$ cat src/rtl/axi4_master_thread_tracker.sv
// Per-master address-channel qualifier: decodes the target slave and keeps
// a small CAM of open AXI IDs so an ID never targets two slaves at once.
module axi4_master_thread_tracker #(
  parameter int NUM_SLAVES       = 4,
  parameter int NUM_SLAVES_WIDTH = 2,
  parameter int MASTERID_WIDTH   = 4,
  parameter int ADDR_WIDTH       = 32,
  parameter int NUM_THREADS      = 4,
  parameter int OPEN_TRANS_MAX   = 7,
  parameter int OPEN_TRANS_WIDTH = 3,
  parameter int TOTAL_TRANS_MAX  = 16,
  parameter logic [(NUM_SLAVES-1)*ADDR_WIDTH-1:0] SLAVE_BASE_VEC = '0,
  parameter logic [(NUM_SLAVES-1)*ADDR_WIDTH-1:0] SLAVE_MASK_VEC = '0,
  parameter logic [NUM_SLAVES-1:0] CONNECTIVITY = '1
) (
  input  logic                        sysClk,
  input  logic                        sysReset,
  input  logic [ADDR_WIDTH-1:0]       masterAddr,
  input  logic                        masterValid,
  input  logic [MASTERID_WIDTH-1:0]   masterID,
  output logic                        validQual,
  output logic [NUM_SLAVES_WIDTH-1:0] currTransSlaveID,
  input  logic                        openTransInc,
  input  logic [MASTERID_WIDTH-1:0]   currDataTransID,
  input  logic                        openTransDec,
  input  logic [NUM_SLAVES-1:0]       stopTrans,
  output logic                        threadsFull,
  output logic [$clog2(TOTAL_TRANS_MAX+1)-1:0] openTotal,
  output logic                        protoErr
);

  localparam int TW   = $clog2(TOTAL_TRANS_MAX + 1);
  localparam int IW   = (NUM_THREADS > 1) ? $clog2(NUM_THREADS) : 1;
  localparam int DERR = NUM_SLAVES - 1;

  logic [NUM_THREADS-1:0]      vld;
  logic [MASTERID_WIDTH-1:0]   tid  [NUM_THREADS];
  logic [NUM_SLAVES_WIDTH-1:0] tslv [NUM_THREADS];
  logic [OPEN_TRANS_WIDTH-1:0] tcnt [NUM_THREADS];

  logic                        hit;
  logic [NUM_SLAVES_WIDTH-1:0] hit_idx;
  logic [ADDR_WIDTH-1:0]       mask_s;
  logic [ADDR_WIDTH-1:0]       base_s;

  // Scan downward so the lowest hitting slave is the one left standing.
  always_comb begin
    hit     = 1'b0;
    hit_idx = '0;
    mask_s  = '0;
    base_s  = '0;
    for (int s = NUM_SLAVES - 2; s >= 0; s--) begin
      mask_s = SLAVE_MASK_VEC[s*ADDR_WIDTH +: ADDR_WIDTH];
      base_s = SLAVE_BASE_VEC[s*ADDR_WIDTH +: ADDR_WIDTH];
      if ((masterAddr & mask_s) == (base_s & mask_s)) begin
        hit     = 1'b1;
        hit_idx = NUM_SLAVES_WIDTH'(s);
      end
    end
  end

  assign currTransSlaveID =
    (hit && CONNECTIVITY[hit_idx]) ? hit_idx
                                   : NUM_SLAVES_WIDTH'(DERR);

  logic          inc_hit;
  logic [IW-1:0] inc_idx;
  logic          dec_hit;
  logic [IW-1:0] dec_idx;
  logic          free_hit;
  logic [IW-1:0] free_idx;

  always_comb begin
    inc_hit  = 1'b0;
    inc_idx  = '0;
    dec_hit  = 1'b0;
    dec_idx  = '0;
    free_hit = 1'b0;
    free_idx = '0;
    for (int i = NUM_THREADS - 1; i >= 0; i--) begin
      if (vld[i] && tid[i] == masterID) begin
        inc_hit = 1'b1;
        inc_idx = IW'(i);
      end
      if (vld[i] && tid[i] == currDataTransID) begin
        dec_hit = 1'b1;
        dec_idx = IW'(i);
      end
      if (!vld[i]) begin
        free_hit = 1'b1;
        free_idx = IW'(i);
      end
    end
  end

  logic thread_ok;
  logic total_ok;

  always_comb begin
    thread_ok = free_hit;
    if (inc_hit) begin
      thread_ok = (tslv[inc_idx] == currTransSlaveID) &&
                  (tcnt[inc_idx] <
                   OPEN_TRANS_WIDTH'(OPEN_TRANS_MAX));
    end
  end

  assign total_ok  = openTotal < TW'(TOTAL_TRANS_MAX);
  assign validQual = masterValid &&
                     !stopTrans[currTransSlaveID] &&
                     total_ok && thread_ok;

  logic inc_ok;
  logic dec_ok;
  logic same;
  logic alloc;
  logic inc_err;
  logic dec_err;

  assign inc_ok  = openTransInc && validQual;
  assign dec_ok  = openTransDec && dec_hit;
  assign same    = inc_ok && inc_hit && dec_ok &&
                   (inc_idx == dec_idx);
  assign alloc   = inc_ok && !inc_hit;
  assign inc_err = openTransInc && !validQual;
  assign dec_err = openTransDec && !dec_hit;

  assign threadsFull = &vld;

  // An inc and dec on the same entry cancel, so that entry is left alone.
  always_ff @(posedge sysClk) begin
    if (sysReset) begin
      vld <= '0;
      for (int i = 0; i < NUM_THREADS; i++) begin
        tid[i]  <= '0;
        tslv[i] <= '0;
        tcnt[i] <= '0;
      end
    end else begin
      for (int i = 0; i < NUM_THREADS; i++) begin
        if (!same) begin
          if (inc_ok && inc_hit && inc_idx == IW'(i)) begin
            tcnt[i] <= tcnt[i] + 1'b1;
          end
          if (dec_ok && dec_idx == IW'(i)) begin
            tcnt[i] <= tcnt[i] - 1'b1;
            if (tcnt[i] == OPEN_TRANS_WIDTH'(1)) begin
              vld[i] <= 1'b0;
            end
          end
          if (alloc && free_idx == IW'(i)) begin
            vld[i]  <= 1'b1;
            tid[i]  <= masterID;
            tslv[i] <= currTransSlaveID;
            tcnt[i] <= OPEN_TRANS_WIDTH'(1);
          end
        end
      end
    end
  end

  always_ff @(posedge sysClk) begin
    if (sysReset) begin
      openTotal <= '0;
      protoErr  <= 1'b0;
    end else begin
      unique case (1'b1)
        (inc_ok && !dec_ok): openTotal <= openTotal + 1'b1;
        (dec_ok && !inc_ok): openTotal <= openTotal - 1'b1;
        default:             openTotal <= openTotal;
      endcase
      protoErr <= protoErr | inc_err | dec_err;
    end
  end

endmodule

$ cat config.mk
export PLATFORM = sky130hd
export DESIGN_NAME = axi4_master_thread_tracker
export DESIGN_NICKNAME = d
export VERILOG_FILES = /design/src/rtl/axi4_master_thread_tracker.sv
export SDC_FILE = /design/constraint.sdc
export NUM_CORES = 1
export LEC_CHECK = 0
export BUFFER_PORTS_ARGS = -buffer_cell sky130_fd_sc_hd__buf_4
export CAP_MARGIN = 5
export CORE_MARGIN = 10
export CORE_UTILIZATION = 30
export CTS_CLUSTER_DIAMETER = 30
export DETAILED_ROUTE_END_ITERATION = 8
export PLACE_DENSITY = 0.51
export SLEW_MARGIN = 40
export SYNTH_ARGS = -nofsm -noshare
export SYNTH_HDL_FRONTEND = slang
export SYNTH_SLANG_ARGS = --single-unit
$ cat constraint.sdc
create_clock -name sysClk -period 4.5 [get_ports sysClk]
set_input_delay 0.225 -clock sysClk [delete_from_list [all_inputs] [get_ports sysClk]]
set_output_delay 0.225 -clock sysClk [all_outputs]
set_load 0.03 [all_outputs]
==> metrics.cfg <==
[run_status]
status = completed

[power_and_ir_drop]
p_int_w = 0.000532
ir_worst_vdd_mv = 0.127
clockPowerShare = 0.319
p_sw_w = 0.000205
share_comb_of_total_power = 0.137
p_total_w = 0.000738
p_seq_frac = 0.545
p_leak_nw = 1.28
powerDensity_mw_per_mm2 = 226
swShare = 0.278

[clock_network]
cts_setup_buffers = 0
clkLatencyLatePin_ns = 0.29
clockBufferDepth = 2
ctsHoldBuffers = 0
cts-root-buf = clkbuf_8
cts_made_buffers = 5
clock_sinks = 38
clk_pin_slew_ns = 0.08
cts-resized-gates = 0
htreeDepth = 2
tritoncts = yes

[timing]
fin_crit_sh = 0.842
rsz0062_at_grt = no
setup-tns-final_ns = 0
clock.fmax_mhz = 264
setup_violations = 0
tightest_slew_ns = 0.769
final-hold-violation-count = 0
finalMaxSlewViolations = 0
setup_ws_ns = 0.712
clock_skew_ns = 0.00960
finalCriticalPeriod_ns = 3.79
relSlewSlack = 0.482

[synth]
avgSynthCellArea_um2 = 9.45
synth_edf_count = 28
netlist_area_mm2 = 0.00292
synth_adder_area_share = 0.0754
ys_warn_count = 0
syn-instance-count = 309
synth_seq_area_share = 0.356
synth-xor-area-share = 0.0990
synth_simple_gate_area_frac = 0.277
synth_seq_cells = 38
synth_mux_area_frac = 0.0103
async_reset_ff_frac = 0
synthDistinctLibCells = 60
synth_compound_area_frac = 0.134
synth_top_family_by_area = simple AND/OR/NAND/NOR gates
ys.flop_type = edfxtp_1

[floorplan]
core_area_mm2 = 0.00937
die-area_mm2 = 0.0141
die_w_um = 119
rows = 35
io_pins = 59
die_y_um = 119
start_util = 0.312

[placed_design]
place_hpwl_um = 5790
globalplace.congestion = 0.845
dpl_worst_slack_ns = 0.769
dp_cells = 449
port_buffers = 21

[global_route]
grt-ovfl-total = 0
antenna_found_initial = 0
grt_max_degree = 21
grt_pass1_wl_um = 11700
grt_usage = 0.101
grt_pass1_vias = 2318

[flow_run]
drv_cap = 0

[route]
drt-initial-drc-count = 129
drt-vias-per-instance = 5.04
dr.pass1.iters = 4
drtAntennaViolNets = 0
wl_per_cell_um = 16.0
drc = 0
vias = 2303
totalWireLength_um = 7320

[critical_path]
cp.required_ns = 4.73
crit_chain = xor2_1 > nor3_1 > and3_1 > o31ai_1 > and2_1 > o2111a_1 > nor2_1 > inv_1 > ha_1 > fa_1 > a21o_1 > a21oi_1 > xor2_1 > or3_1 > a21oi_1
critPathMaxStageDelay_ns = 0.43
crit_path_end_kind = register
startpoint_type = register
cp_num_buf_inv = 1
critPathTopFamily = simple AND/OR/NAND/NOR gates
crit_fanout = 5
setup.worst_path.class = register to register
cp.arrival_ns = 4.02
slowest_stage = edfxtp_1

[cells_and_area]
synthToLayoutAreaGrowth_pct = 11.9
multi_input_area_mm2 = 0.00175
seqCellArea_mm2 = 0.00104
final_cell_mix = 28 x edfxtp_1, 23 x xor2_1, 23 x buf_4
nets = 393
drive_gt1_frac = 0.134
stdcell_count = 457
fillers = 991
diodes = 0
layout_commonest_cell = edfxtp_1
post-route-util = 0.349

[hold_path]
worstHoldPathType = primary input to register

[registers in the layout, summed over array words and instances, names as in the netlist]
name and flops:
tid 16, tcnt 12, openTotal 5, vld 4
protoErr 1
[synthesized netlist by cell type, types with 2 or more instances]
cell | number | area share
nand3_2 | 2 | 0.0069
o21ai_0 | 6 | 0.010
o21ai_1 | 4 | 0.0069
xnor2_1 | 10 | 0.030
dfxtp_1 | 10 | 0.069
o2111ai_1 | 6 | 0.018
mux2i_1 | 3 | 0.010
or2_1 | 2 | 0.0043
edfxtp_1 | 28 | 0.29
clkbuf_1 | 4 | 0.0051
and3_1 | 2 | 0.0043
inv_1 | 15 | 0.019
a31o_1 | 4 | 0.012
nor2b_1 | 21 | 0.045
o211ai_1 | 4 | 0.010
a21o_1 | 3 | 0.0077
nand3_1 | 13 | 0.022
buf_2 | 2 | 0.0034
nor2_1 | 19 | 0.024
nand2b_1 | 3 | 0.0064
nor4_1 | 6 | 0.013
ha_1 | 16 | 0.069
a211oi_1 | 2 | 0.0051
nand3b_1 | 3 | 0.0077
nand4_1 | 7 | 0.015
nor4_2 | 2 | 0.0086
and4_1 | 2 | 0.0060
nor3b_1 | 3 | 0.0077
a21oi_1 | 11 | 0.019
nand2_1 | 17 | 0.022
nor3_1 | 10 | 0.017
buf_4 | 4 | 0.010
nor4_4 | 2 | 0.015
xor2_1 | 23 | 0.069
nand2b_2 | 2 | 0.0060
and2_1 | 14 | 0.030
[stage by stage]
| step | area (um2) | hold slack [ns] |
|---|---|---|
| 2_1_floorplan | 2920 | 0.375 |
| 3_3_place_gp | 3180 | 0.492 |
| 3_5_place_dp | 3180 | 0.511 |
| 4_1_cts | 3270 | 0.225 |
| 5_1_grt | 3270 | 0.255 |
| 6_report | 3270 | 0.234 |
[metal layers]
metal | up-vias | wire, um | track usage
li1 | 1149 | - | -
met1 | 1106 | 3330 | 0.128
met2 | 41 | 3590 | 0.172
met3 | 7 | 316 | 0.0219
met4 | 0 | 82 | 0.0244
met5 | - | 0 | 0
[cells by family (layout without fill, tap and decap cells)]
| family | count (synthesis) | in the layout |
|---|---|---|
| adders and majority gates | 17 | 17 |
| DFF | 38 | 38 |
| AOI/OAI and AO/OA | 53 | 53 |
| muxes | 3 | 3 |
| xor gates and xnor gates | 33 | 33 |
| other | 1 | 2 |
| buffers and inverters | 29 | 47 |
| and+or+nand+nor | 135 | 135 |
[worst register-to-register path: cells and delay by family, from the launching register on]
| family | cells | cell delay [ns] |
|---|---|---|
| buffers and inverters | 1 | 0.08 |
| flip-flops | 1 | 0.43 |
| adder cells (fa/ha/maj) | 2 | 0.69 |
| XOR/XNOR | 2 | 0.29 |
| AO/OA/AOI/OAI | 5 | 0.91 |
| AND/OR/NAND/NOR | 5 | 1.32 |
[power by group through the flow]
| stage | Sequential, W | Clock, W | Combinational (W) |
|---|---|---|---|
| after floorplan | 0.000408 | 0 | 0.0000687 |
| after global placement | 0.000410 | 0 | 0.0000991 |
| after detailed placement | 0.000410 | 0 | 0.000101 |
| after CTS | 0.000402 | 0.000242 | 0.000101 |
| after global routing | 0.000404 | 0.000254 | 0.000111 |
| final | 0.000402 | 0.000235 | 0.000101 |
[cell type report]
cell class,instances,share of cell area
Clock buffer,5,0.0211
Clock inverter,3,0.00498
Inverter,16,0.0184
Multi-Input combinational cell,243,0.535
Sequential cell,38,0.319
Tap cell,129,0.0494
Timing Repair Buffer,23,0.0528
[final timing paths]
kind | start | end | slack [ns] | cells past startpoint
worst max-delay path | tid[2][1] | openTotal[4] | 0.71 | 15
worst min-delay path | openTransInc | protoErr | 0.23 | 3
worst max register to register | tid[2][1] | openTotal[4] | 0.71 | 15
worst min register to register | openTotal[4] | openTotal[4] | 0.51 | 2
Note: power is estimated with default switching activity, not from simulation.
